## config.mk

```make
export PLATFORM = sky130hd
export DESIGN_NAME = hex_scan
export DESIGN_NICKNAME = d
export VERILOG_FILES = /design/src/rtl/hex_scan.sv
export SDC_FILE = /design/constraint.sdc
export NUM_CORES = 1
export LEC_CHECK = 0
export BUFFER_PORTS_ARGS = -buffer_cell sky130_fd_sc_hd__buf_2
export CAP_MARGIN = 40
export CORE_MARGIN = 1.5
export CORE_UTILIZATION = 32
export DETAILED_ROUTE_END_ITERATION = 12
export SYNTH_ARGS = -nofsm -noshare
export SYNTH_HDL_FRONTEND = slang
export SYNTH_SLANG_ARGS = --single-unit
```

## constraint.sdc

```tcl
create_clock -name CLK -period 2.39 [get_ports CLK]
set_clock_uncertainty 0.05 [all_clocks]
set_input_delay 0.239 -clock CLK [delete_from_list [all_inputs] [get_ports CLK]]
set_output_delay 0.239 -clock CLK [all_outputs]
set_load 0.01 [all_outputs]
```

## src/rtl/hex_scan.sv

```systemverilog
// hex_scan: four-digit multiplexed seven-segment scanner for a 16-bit
// memory-mapped hex display register. Each digit owns a slot of DIV
// cycles whose last GAP cycles have every anode off. A shadow copy of the
// display value is taken once per frame to stop tearing. The block also
// supports leading-zero blanking and a whole-display blink. The anode and
// segment outputs are registered.
module hex_scan #(
    parameter int unsigned DIV          = 50000,
    parameter int unsigned GAP          = 1000,
    parameter int unsigned BLINK_FRAMES = 64
) (
    input  logic        CLK,
    input  logic        reset,
    input  logic [15:0] hdata,
    input  logic        blank_lz,
    input  logic        blink_en,
    output logic [3:0]  an,
    output logic [6:0]  seg,
    output logic        frame_done
);

    localparam int unsigned CW = (DIV > 1) ? $clog2(DIV) : 1;
    localparam int unsigned FW = (BLINK_FRAMES > 1) ? $clog2(BLINK_FRAMES) : 1;

    localparam logic [CW-1:0] CNT_LAST   = CW'(DIV - 1);
    localparam logic [CW-1:0] CNT_ACTIVE = CW'(DIV - GAP);
    localparam logic [FW-1:0] FCNT_LAST  = FW'(BLINK_FRAMES - 1);

    typedef enum logic {
        PH_OFF = 1'b0,
        PH_ON  = 1'b1
    } phase_e;

    logic [CW-1:0] cnt_q,    cnt_d;
    logic [1:0]    d_q,      d_d;
    logic [15:0]   shadow_q, shadow_d;
    logic [FW-1:0] fcnt_q,   fcnt_d;
    phase_e        phase_q,  phase_d;
    logic [3:0]    an_q,     an_d;
    logic [6:0]    seg_q,    seg_d;
    logic          fd_q,     fd_d;

    logic       tick;
    logic       wrap;
    logic       slot_active;
    logic       show_on;
    logic       lz_blank;
    logic [3:0] nib;

    // Segment pattern {g,f,e,d,c,b,a}, active-low.
    function automatic logic [6:0] hex7(input logic [3:0] n);
        logic [6:0] s;
        case (n)
            4'h0: s = 7'h40;
            4'h1: s = 7'h79;
            4'h2: s = 7'h24;
            4'h3: s = 7'h30;
            4'h4: s = 7'h19;
            4'h5: s = 7'h12;
            4'h6: s = 7'h02;
            4'h7: s = 7'h78;
            4'h8: s = 7'h00;
            4'h9: s = 7'h10;
            4'hA: s = 7'h08;
            4'hB: s = 7'h03;
            4'hC: s = 7'h46;
            4'hD: s = 7'h21;
            4'hE: s = 7'h06;
            default: s = 7'h0E;
        endcase
        return s;
    endfunction

    // Prescaler, digit index, frame-boundary shadow load and blink timing.
    always_comb begin
        tick     = (cnt_q == CNT_LAST);
        wrap     = tick && (d_q == 2'd3);
        cnt_d    = tick ? '0 : cnt_q + CW'(1);
        d_d      = tick ? d_q + 2'd1 : d_q;
        shadow_d = wrap ? hdata : shadow_q;
        fd_d     = wrap;
        fcnt_d   = fcnt_q;
        phase_d  = phase_q;
        if (!blink_en) begin
            fcnt_d  = '0;
            phase_d = PH_ON;
        end else if (wrap) begin
            if (fcnt_q == FCNT_LAST) begin
                fcnt_d  = '0;
                phase_d = (phase_q == PH_ON) ? PH_OFF : PH_ON;
            end else begin
                fcnt_d = fcnt_q + FW'(1);
            end
        end
    end

    // Next anode/segment value from the current scan position and shadow.
    // blink_en is used directly so that dropping it overrides a stale off phase.
    always_comb begin
        slot_active = (cnt_q < CNT_ACTIVE);
        show_on     = !blink_en || (phase_q == PH_ON);
        case (d_q)
            2'd0: nib = shadow_q[3:0];
            2'd1: nib = shadow_q[7:4];
            2'd2: nib = shadow_q[11:8];
            default: nib = shadow_q[15:12];
        endcase
        case (d_q)
            2'd0: lz_blank = 1'b0;
            2'd1: lz_blank = blank_lz && (shadow_q[15:4] == '0);
            2'd2: lz_blank = blank_lz && (shadow_q[15:8] == '0);
            default: lz_blank = blank_lz && (shadow_q[15:12] == '0);
        endcase
        an_d  = '1;
        seg_d = '1;
        if (slot_active && show_on && !lz_blank) begin
            an_d  = ~(4'b0001 << d_q);
            seg_d = hex7(nib);
        end
    end

    // All state and registered outputs; reset aborts the scan immediately.
    always_ff @(posedge CLK or posedge reset) begin
        if (reset) begin
            cnt_q    <= '0;
            d_q      <= '0;
            shadow_q <= '0;
            fcnt_q   <= '0;
            phase_q  <= PH_ON;
            an_q     <= '1;
            seg_q    <= '1;
            fd_q     <= 1'b0;
        end else begin
            cnt_q    <= cnt_d;
            d_q      <= d_d;
            shadow_q <= shadow_d;
            fcnt_q   <= fcnt_d;
            phase_q  <= phase_d;
            an_q     <= an_d;
            seg_q    <= seg_d;
            fd_q     <= fd_d;
        end
    end

    assign an         = an_q;
    assign seg        = seg_q;
    assign frame_done = fd_q;

endmodule
```

# Yosys cells after proc, flatten, opt, wreduce, memory -nomap -nowiden
# Memories as Yosys holds them, arrays and structs flattened.
# Index checks and enable logic that the tools add are counted.
dict set report word_totals {
  regBits 53
  mem_bits_ro 112
  input_bits 20
  output_inout_bits 12
  word_cells 48
  mem_count 1
}
dict set report op_classes {
  add_sub_neg 3
  magnitude_cmp 1
  eq_ne 7
  n_shift 1
  mux 12
  n_bitwise 1
  n_reduce_logical 14
}
# name depth width read_ports rd_clocked_by_memory_dff wr line
set memory_table {}
lappend memory_table {{(no name shown)} 16 7 1 0 0 53} ;# case (n)
# cell count
set op_table {}
lappend op_table {{6-bit two-way mux} 3}
lappend op_table {{16-bit by 1-bit adder with 16-bit output, second input constant} 1}
lappend op_table {{16-bit == test, second input constant} 1}
lappend op_table {{16-bit less-than comparator, second input constant} 1}
lappend op_table {{16-bit two-way mux} 1}
lappend op_table {{12-bit zero test} 1}
lappend op_table {{4-bit case mux with 3 select lines} 1}
lappend op_table {{8-bit zero test} 1}
lappend op_table {{7-bit two-way mux} 1}
lappend op_table {{6-bit by 1-bit adder with 6-bit output, second input constant} 1}
lappend op_table {{6-bit == test, second input constant} 1}
lappend op_table {{1-bit logical AND} 6}
lappend op_table {{2-bit == test, second input constant} 2}
lappend op_table {{4-bit zero test} 1}
lappend op_table {{1-bit two-way mux} 4}
lappend op_table {{4-bit two-way mux} 1}
lappend op_table {{2-bit by 1-bit inequality test with 1-bit output, second input constant} 2}
lappend op_table {{4-bit NOT} 1}
lappend op_table {{1-bit by 2-bit << shifter with 4-bit output, first input constant} 1}
lappend op_table {{1-bit case mux with 3 select lines} 1}
lappend op_table {{2-bit by 1-bit adder with 2-bit output, second input constant} 1}
lappend op_table {{2-bit by 1-bit == test with 1-bit output, second input constant} 1}
lappend op_table {{1-bit zero test} 2}
lappend op_table {{2-bit zero test} 1}
lappend op_table {{other kinds (2)} 2}

# Logic depth before layout (Yosys ltp)
# Gate-level depths: netlist of the first run.
dict set report logic_depth {
  word_depth 6
  ltp_mapped 9
  ltp_nobuf 9
}

# Least setup slack after synthesis of the first run
# OpenSTA, ideal clock, no wires.
dict set report synth_timing {
  path_kind {reg-to-reg}
  startpoint {register d_q[0]}
  endpoint {register seg_q[1] (netlist: seg[1])}
  arrival_time_ns 1.837
  setup_slack_ns 0.403
  stages_incl_launch_ff 9
  n_path_buf 0
  synth_period_minus_slack_ns 1.987
  path_cell_list {dfrtp_1 inv_1 ha_1 a222oi_1 mux2i_1 inv_1 ha_1 o211ai_1 o211ai_1}
}
dict set report synth_via {
  elab_chain_len 5
  word_cells_on_any_way 9
  cone_classes {2 x eq/ne; 3 x mux; 3 x reduce/logical; 1 x memory}
}
# item line
set synth_lines {}
lappend synth_lines {{from (decl)} 35} ;# logic [1:0] d_q, d_d;
lappend synth_lines {{from (signal assigned)} 126} ;# d_q <= '0;
lappend synth_lines {{from (signal assigned)} 135} ;# d_q <= d_d;
lappend synth_lines {{branches (longest 4 deep; another with memory 16 x 7 bit)} n/a}
lappend synth_lines {{7-bit two-way mux *} 116} ;# if (slot_active && show_on && !lz_blank) begin
lappend synth_lines {{named net seg_d[1]} 40} ;# logic [6:0] seg_q, seg_d;
lappend synth_lines {{to (signal assigned)} 140} ;# seg_q <= seg_d;
lappend synth_lines {{to (decl)} 40}
# Mark *: on every way through the listed nets, which the timed path passes.
# A chain may end at the register's enable or synchronous reset.

# Worst setup path in the final report of the first run
dict set report layout_timing {
  startpoint {register d_q[0]}
  endpoint {register seg_q[3] (netlist: seg[3])}
}
# Same word-level chain as after synthesis.

==> results by group, run 1 <==
CTS
  • Clock transition at the registers of the reported paths: 0.10 ns
  • CTS root buf: clkbuf_8
  • Clock Sinks: 53
  • CTS tree: built
  • Worst skew pair latency: 0.31 ns
  • Clock buffer count from CTS: 5
  • CTS Hold Bufs: 0
  • Max Root-Sink Buffers: 2
  • # H-tree levels: 2

Die
  • Std-Cell Rows: 32
  • Die Wd: 93.5 µm
  • Initial core utilization: 33.4%
  • # IOs: 32
  • Core Footprint: 7850 µm²
  • Die Y: 93.5 µm
  • Die ar.: 8740 µm²

Global route
  • Initial antenna violation count: 0
  • Largest net degree at the start of global routing: 54
  • Grt total ovfl: 0
  • First-pass GRT wire length: 8500 µm
  • Number of global-route vias before repair: 1863
  • GR Util All Layers: 12.4%

Synthesis
  • Post-synth EDFFs: 0
  • Synth Area per Inst: 9.93 µm²
  • Ranking of synthesized cells by area: dfrtp_1 (39%), dfstp_2 (12%), nand2_1 (8.2%)
  • Most used DFF post-synth: dfrtp_1
  • Post-Syn Instances: ~260
  • Synth warnings: 0
  • Syn_nets: 296
  • Yosys reg bits: 53
  • Synthesized area: 2620 µm²
  • Share of the synthesized area in the top cell type: 39.1%
  • Sequential area share after synthesis: between 50% and 60%
  • Post-synth top area cell: dfrtp_1
  • Synth async-reset ratio: 100%
  • Netlist cell types: 40

Layout
  • Commonest non-fill, non-tap cell in the layout: nand2_1
  • Area grow syn2layout: 15.1%
  • Final net count: 335
  • Cell area after layout: 3020 µm²
  • Fraction of layout cells with a size suffix above 1: 21.7%
  • Commonest cells after routing, fill and taps aside: nand2_1 (57), dfrtp_1 (41), buf_2 (31)
  • Final core occ: 38.5%
  • Final std cells w/o fill: 406
  • # diodes: 0

Timing
  • Period utilization: about nine tenths
  • Slew HR: approximately 57%
  • Fmax achieved: 456 MHz
  • Final Max Tran Viols: 0
  • Final setup fails: 0
  • Final hold slack: 0.0427 ns
  • Worst slew pin tran: 0.652 ns
  • Min Tclk post-route: 2.19 ns
  • Final Hold Vio Count: 0

Place
  • Dpl hpwl: 3770 µm
  • Placer's final routability congestion estimate: approximately 0.8
  • DP Area: 2910 µm²
  • IO Port Bufs: 31
  • Placed insts: 396

Worst setup path
  • Worst Reg2Reg Path Length in Cells: 9
  • CP Launch Type: flip-flop
  • Endpoint type of the worst setup path: flip-flop
  • Crit path DAT: 2.37 ns
  • Worst Path Required: about 2.6 ns
  • CP Class: reg -> reg
  • Max FO, Critical Path: 6

Detailed routing
  • Drt wl/cell: 12.5 µm
  • Initial DRT Pass Iterations: 4
  • DRC Markers: 0
  • Starting DRC count in detailed routing: between 70 and 80
  • Post-DRT Antenna Nets: 0
  • Vias post-DR: 1918
  • Routed wire length: 5070 µm
  • Via/cell ratio: 4.72

Power and ir drop
  • Pwr Total: 1.48 mW
  • Pwr dens: 491 nW/µm²
  • Leak: approximately 1.4 nW
  • Worst vdd ir: 0.232 mV

Run
  • Total of max-cap violations: 0

Run status
  • Status: finished, final reports clean

Min path
  • Hold crit path type: in -> async
[cells by family after synthesis]
kind of cell | share of synthesized area (%)
simple gates | 21.5
flops | 51.2
compound gates | 8.45
buf+inv | 3.68
xor+xnor | 6.01
fa+ha+maj | 5.73
mux | 3.48
[sequential cells by signal, summed over array words and instances (netlist names)]
| name | cells |
|---|---|
| d_q | 2 |
| frame_done | 1 |
| shadow_q | 16 |
| fcnt_q | 6 |
| phase_q | 1 |
| seg | 7 |
| an | 4 |
| cnt_q | 16 |
[cells in the mapped netlist, types with 2 or more instances]
| library cell | n |
|---|---|
| nand2_1 | 57 |
| dfrtp_1 | 41 |
| nor2_1 | 16 |
| inv_1 | 14 |
| dfstp_2 | 12 |
| ha_1 | 12 |
| nand3_1 | 12 |
| xnor2_1 | 11 |
| mux2i_1 | 8 |
| o21ai_0 | 8 |
| a21oi_1 | 7 |
| xor2_1 | 7 |
| and3_1 | 6 |
| nand4_1 | 5 |
| o221ai_1 | 5 |
| a222oi_1 | 4 |
| buf_4 | 3 |
| nand2b_1 | 3 |
| nor3_1 | 3 |
| nor4_1 | 3 |
| o211ai_1 | 3 |
| and2_1 | 2 |
| buf_2 | 2 |
| clkbuf_1 | 2 |
| nor2b_1 | 2 |
| or4_1 | 2 |
[path summary, 6_finish.rpt]
check / from / endpoint / slack [ns]
setup / recovery: d_q[0] / seg[3] / 0.20
hold / removal: reset / shadow_q[15] / 0.04
setup reg to reg: d_q[0] / seg[3] / 0.20
hold reg to reg: shadow_q[3] / shadow_q[3] / 0.44
max in group asynchronous: reset / cnt_q[4] / 1.79
min in group CLK: hdata[5] / shadow_q[5] / 0.06
[layer usage]
| metal | wire length (µm) | vias up | track usage (%) |
|---|---|---|---|
| met5 | 0 | - | 0 |
| met4 | 72 | 0 | 4.29 |
| met3 | 163 | 5 | 2.85 |
| met2 | 2250 | 33 | 19.5 |
| met1 | 2590 | 895 | 16.8 |
| li1 | - | 985 | - |
[metrics by stage]
step | setup TNS, ns | setup slack, ns
2_1_floorplan | 0 | 0.403
3_3_place_gp | 0 | 0.283
3_5_place_dp | 0 | 0.161
4_1_cts | 0 | 0.126
5_1_grt | -0.0152 | -0.0152
6_report | 0 | 0.198
[area by class of cell]
cell class,instances,area [µm²]
Inverter,14,52.6
Tap cell,102,128
Multi-Input combinational cell,189,1190
Sequential cell,53,1340
Fill cell,812,4830
Timing Repair Buffer,40,223
Clock buffer,6,72.6
Clock inverter,2,13.8
[power breakdown]
group	switching, mW	internal, mW
Sequential	0.00483	0.915
Clock	0.288	0.209
Combinational	0.0406	0.0255
[critical path, stage by stage, from the launching register on]
cell      delay, ns
dfrtp_1        0.41
inv_1          0.10
ha_1           0.28
a222oi_1       0.38
mux2i_2        0.18
inv_1          0.13
ha_1           0.25
mux2i_1        0.14
nand2_1        0.07
o211ai_1       0.11
[what timing repair did]
| item | 4_1_cts | 5_1_grt |
|---|---|---|
| setup buffers | 0 | 2 |
| resized for setup | 0 | 1 |
| endpoints found under the setup margin | 0 | 4 |
Power figures use the tool's default switching activity.
==> run 2, diff against run 1 <==
--- a/config.mk
+++ b/config.mk
@@ -10,6 +10,8 @@
 export CORE_MARGIN = 1.5
 export CORE_UTILIZATION = 32
 export DETAILED_ROUTE_END_ITERATION = 12
+export MAX_ROUTING_LAYER = met4
+export RECOVER_POWER = 50
 export SYNTH_ARGS = -nofsm -noshare
 export SYNTH_HDL_FRONTEND = slang
 export SYNTH_SLANG_ARGS = --single-unit
==> run 2 against run 1 <==
Compared with the run above: register-to-register slack hardly changed; core utilization is 0.080 points lower; total power is 0.13% higher; die area stayed put; fmax is 0.12% higher; combinational power is 3% lower; cell count stayed put; setup slack better by 0.0026 ns; cell area is 0.21% lower; critical path depth stayed put; count of clock-buffer cells in the layout stayed put; hold slack better by 0.023 ns; critical path type unchanged.
==> results by group, run 2 (synthesized netlist as in run 1, its figures left out) <==
Global route
  • First-pass GRT wire length: 8510 µm (was 8500 µm)
  • Number of global-route vias before repair: 1866 (was 1863)
  • GR Util All Layers: 12.8% (was 12.4%)
  • Largest net degree at the start of global routing: 54 (unchanged)
  • Initial antenna violation count: 0 (unchanged)
  • Grt total ovfl: 0 (unchanged)

Detailed routing
  • Vias post-DR: 1921 (was 1918)
  • Starting DRC count in detailed routing: 79 (unchanged)
  • Detail Route met3 WL: 135 µm (was 163 µm)
  • Routed wire length: 5070 µm (about the same)
  • Routed wl met2: 2240 µm (was 2250 µm)
  • Drt wl/cell: 12.5 µm (about the same)
  • Met1 wire length: 2610 µm (was 2590 µm)
  • Via/cell ratio: 4.73 (was 4.72)
  • Top Metal Used: met4 (unchanged)
  • Initial DRT Pass Iterations: 4 (unchanged)
  • Post-DRT Antenna Nets: 0 (unchanged)
  • DRC Markers: 0 (unchanged)

Die
  • Std-Cell Rows: 32 (unchanged)
  • Die ar.: 8740 µm² (unchanged)
  • Core Footprint: 7850 µm² (unchanged)
  • Die Y: 93.5 µm (unchanged)
  • Initial core utilization: 33.4% (unchanged)
  • # IOs: 32 (unchanged)
  • Die Wd: 93.5 µm (unchanged)

Layout
  • Final core occ: 38.4% (was 38.5%)
  • Commonest cells after routing, fill and taps aside: nand2_1 (57), dfrtp_1 (41), buf_2 (28) (was nand2_1 (57), dfrtp_1 (41), buf_2 (31))
  • Final std cells w/o fill: 406 (unchanged)
  • Cell area after layout: 3010 µm² (was 3020 µm²)
  • Final net count: 335 (unchanged)
  • Area grow syn2layout: 14.9% (was 15.1%)
  • # diodes: 0 (unchanged)
  • Commonest non-fill, non-tap cell in the layout: nand2_1 (unchanged)
  • Fraction of layout cells with a size suffix above 1: 20.4% (was 21.7%)

Timing
  • Final setup fails: 0 (unchanged)
  • Fmax achieved: 457 MHz (was 456 MHz)
  • Min Tclk post-route: 2.19 ns (about the same)
  • Worst slew pin tran: 1.25 ns (was 0.652 ns)
  • Final Hold Vio Count: 0 (unchanged)
  • Final Max Tran Viols: 0 (unchanged)
  • Worst Slack Setup Final: 0.200 ns (was 0.198 ns)
  • Period utilization: 91.6% (was 91.7%)
  • Slew HR: 16.5% (was 56.5%)

CTS
  • Clock buffer count from CTS: 5 (unchanged)
  • CTS Hold Bufs: 0 (unchanged)
  • Clock Sinks: 53 (unchanged)
  • CTS tree: built (unchanged)
  • Clock transition at the registers of the reported paths: 0.11 ns (was 0.10 ns)
  • Worst skew pair latency: 0.31 ns (about the same)
  • Max Root-Sink Buffers: 2 (unchanged)
  • CTS root buf: clkbuf_8 (unchanged)
  • # H-tree levels: 2 (unchanged)

Worst setup path
  • Max FO, Critical Path: 6 (unchanged)
  • Worst Path Required: 2.57 ns (about the same)
  • CP Launch Type: flip-flop (unchanged)
  • Endpoint type of the worst setup path: flip-flop (unchanged)
  • Crit path DAT: 2.37 ns (about the same)
  • CP Class: reg -> reg (unchanged)

Place
  • Dpl ws: 0.161 ns (unchanged)
  • Placed insts: 396 (unchanged)
  • Dpl hpwl: 3770 µm (unchanged)
  • DP Area: 2910 µm² (unchanged)
  • IO Port Bufs: 31 (unchanged)
  • Placer's final routability congestion estimate: 0.813 (was 0.802)

Power and ir drop
  • Leak: 1.40 nW (was 1.42 nW)
  • Worst vdd ir: 0.234 mV (was 0.232 mV)
  • Pwr dens: 493 nW/µm² (was 491 nW/µm²)

Min path
  • Hold crit path type: in -> reg (was in -> async)

Run status
  • Status: finished, final reports clean (unchanged)

Run
  • Total of max-cap violations: 0 (unchanged)
==> run 2: cell count changes in the layout (fill, tap and decap cells not counted) <==
cell / before / now
inv_1: 13 / 14
buf_2: 31 / 28
clkbuf_1: 1 / 4
clkbuf_2: 0 / 1
inv_2: 1 / 0
buf_4: 9 / 8
==> run 2: final timing paths <==
kind / startpoint / to / slack [ns] / cells after the start
min in group asynchronous: reset / shadow_q[15] / 0.29 / 3
worst min-delay path: hdata[5] / shadow_q[5] / 0.07 / 3
worst max-delay path: d_q[0] / seg[3] / 0.20 / 9
max in group asynchronous: reset / cnt_q[4] / 1.23 / 3
worst max register to register: d_q[0] / seg[3] / 0.20 / 9
worst min register to register: shadow_q[3] / shadow_q[3] / 0.44 / 2
==> run 2: critical path, stage by stage, from the launching register on <==
cell and delay, ns:
dfrtp_1 0.41, inv_1 0.10, ha_1 0.29, a222oi_1 0.37
mux2i_2 0.18, inv_1 0.13, ha_1 0.25, mux2i_1 0.14
nand2_1 0.07, o211ai_1 0.11
==> run 2: repair_timing <==
action / 4_1_cts / 5_1_grt
buffers inserted: 0 / 2
setup endpoints to repair: 0 / 4
gates resized for setup: 0 / 1
==> run 2: power breakdown <==
part           switching (mW)  internal, mW
Sequential            0.00495         0.915
Clock                   0.291         0.209
Combinational          0.0403        0.0241
Total                   0.337          1.15
==> run 2: routing by layer <==
layer  vias to the layer above  global-route usage, %
met4                         0                   4.29
met3                         5                   2.76
met2                        32                   19.5
met1                       900                   16.9
met5                         -                      -
li1                        984                      -
==> run 2: area by class of cell <==
class,instances,area [µm²]
Sequential cell,53,1340
Inverter,14,52.6
Multi-Input combinational cell,189,1190
Clock inverter,2,13.8
Timing Repair Buffer,40,216
Tap cell,102,128
Clock buffer,6,72.6
Fill cell,810,4840
==> run 2: metrics by stage <==
stage	hold WS (ns)	setup TNS (ns)	total power, mW
6_report	0.0653	0	1.48
5_1_grt	0.0634	-0.0152	1.55
4_1_cts	0.0599	0	1.51
3_5_place_dp	0.389	0	1.00
3_3_place_gp	0.374	0	1.00
2_1_floorplan	0.239	0	0.969
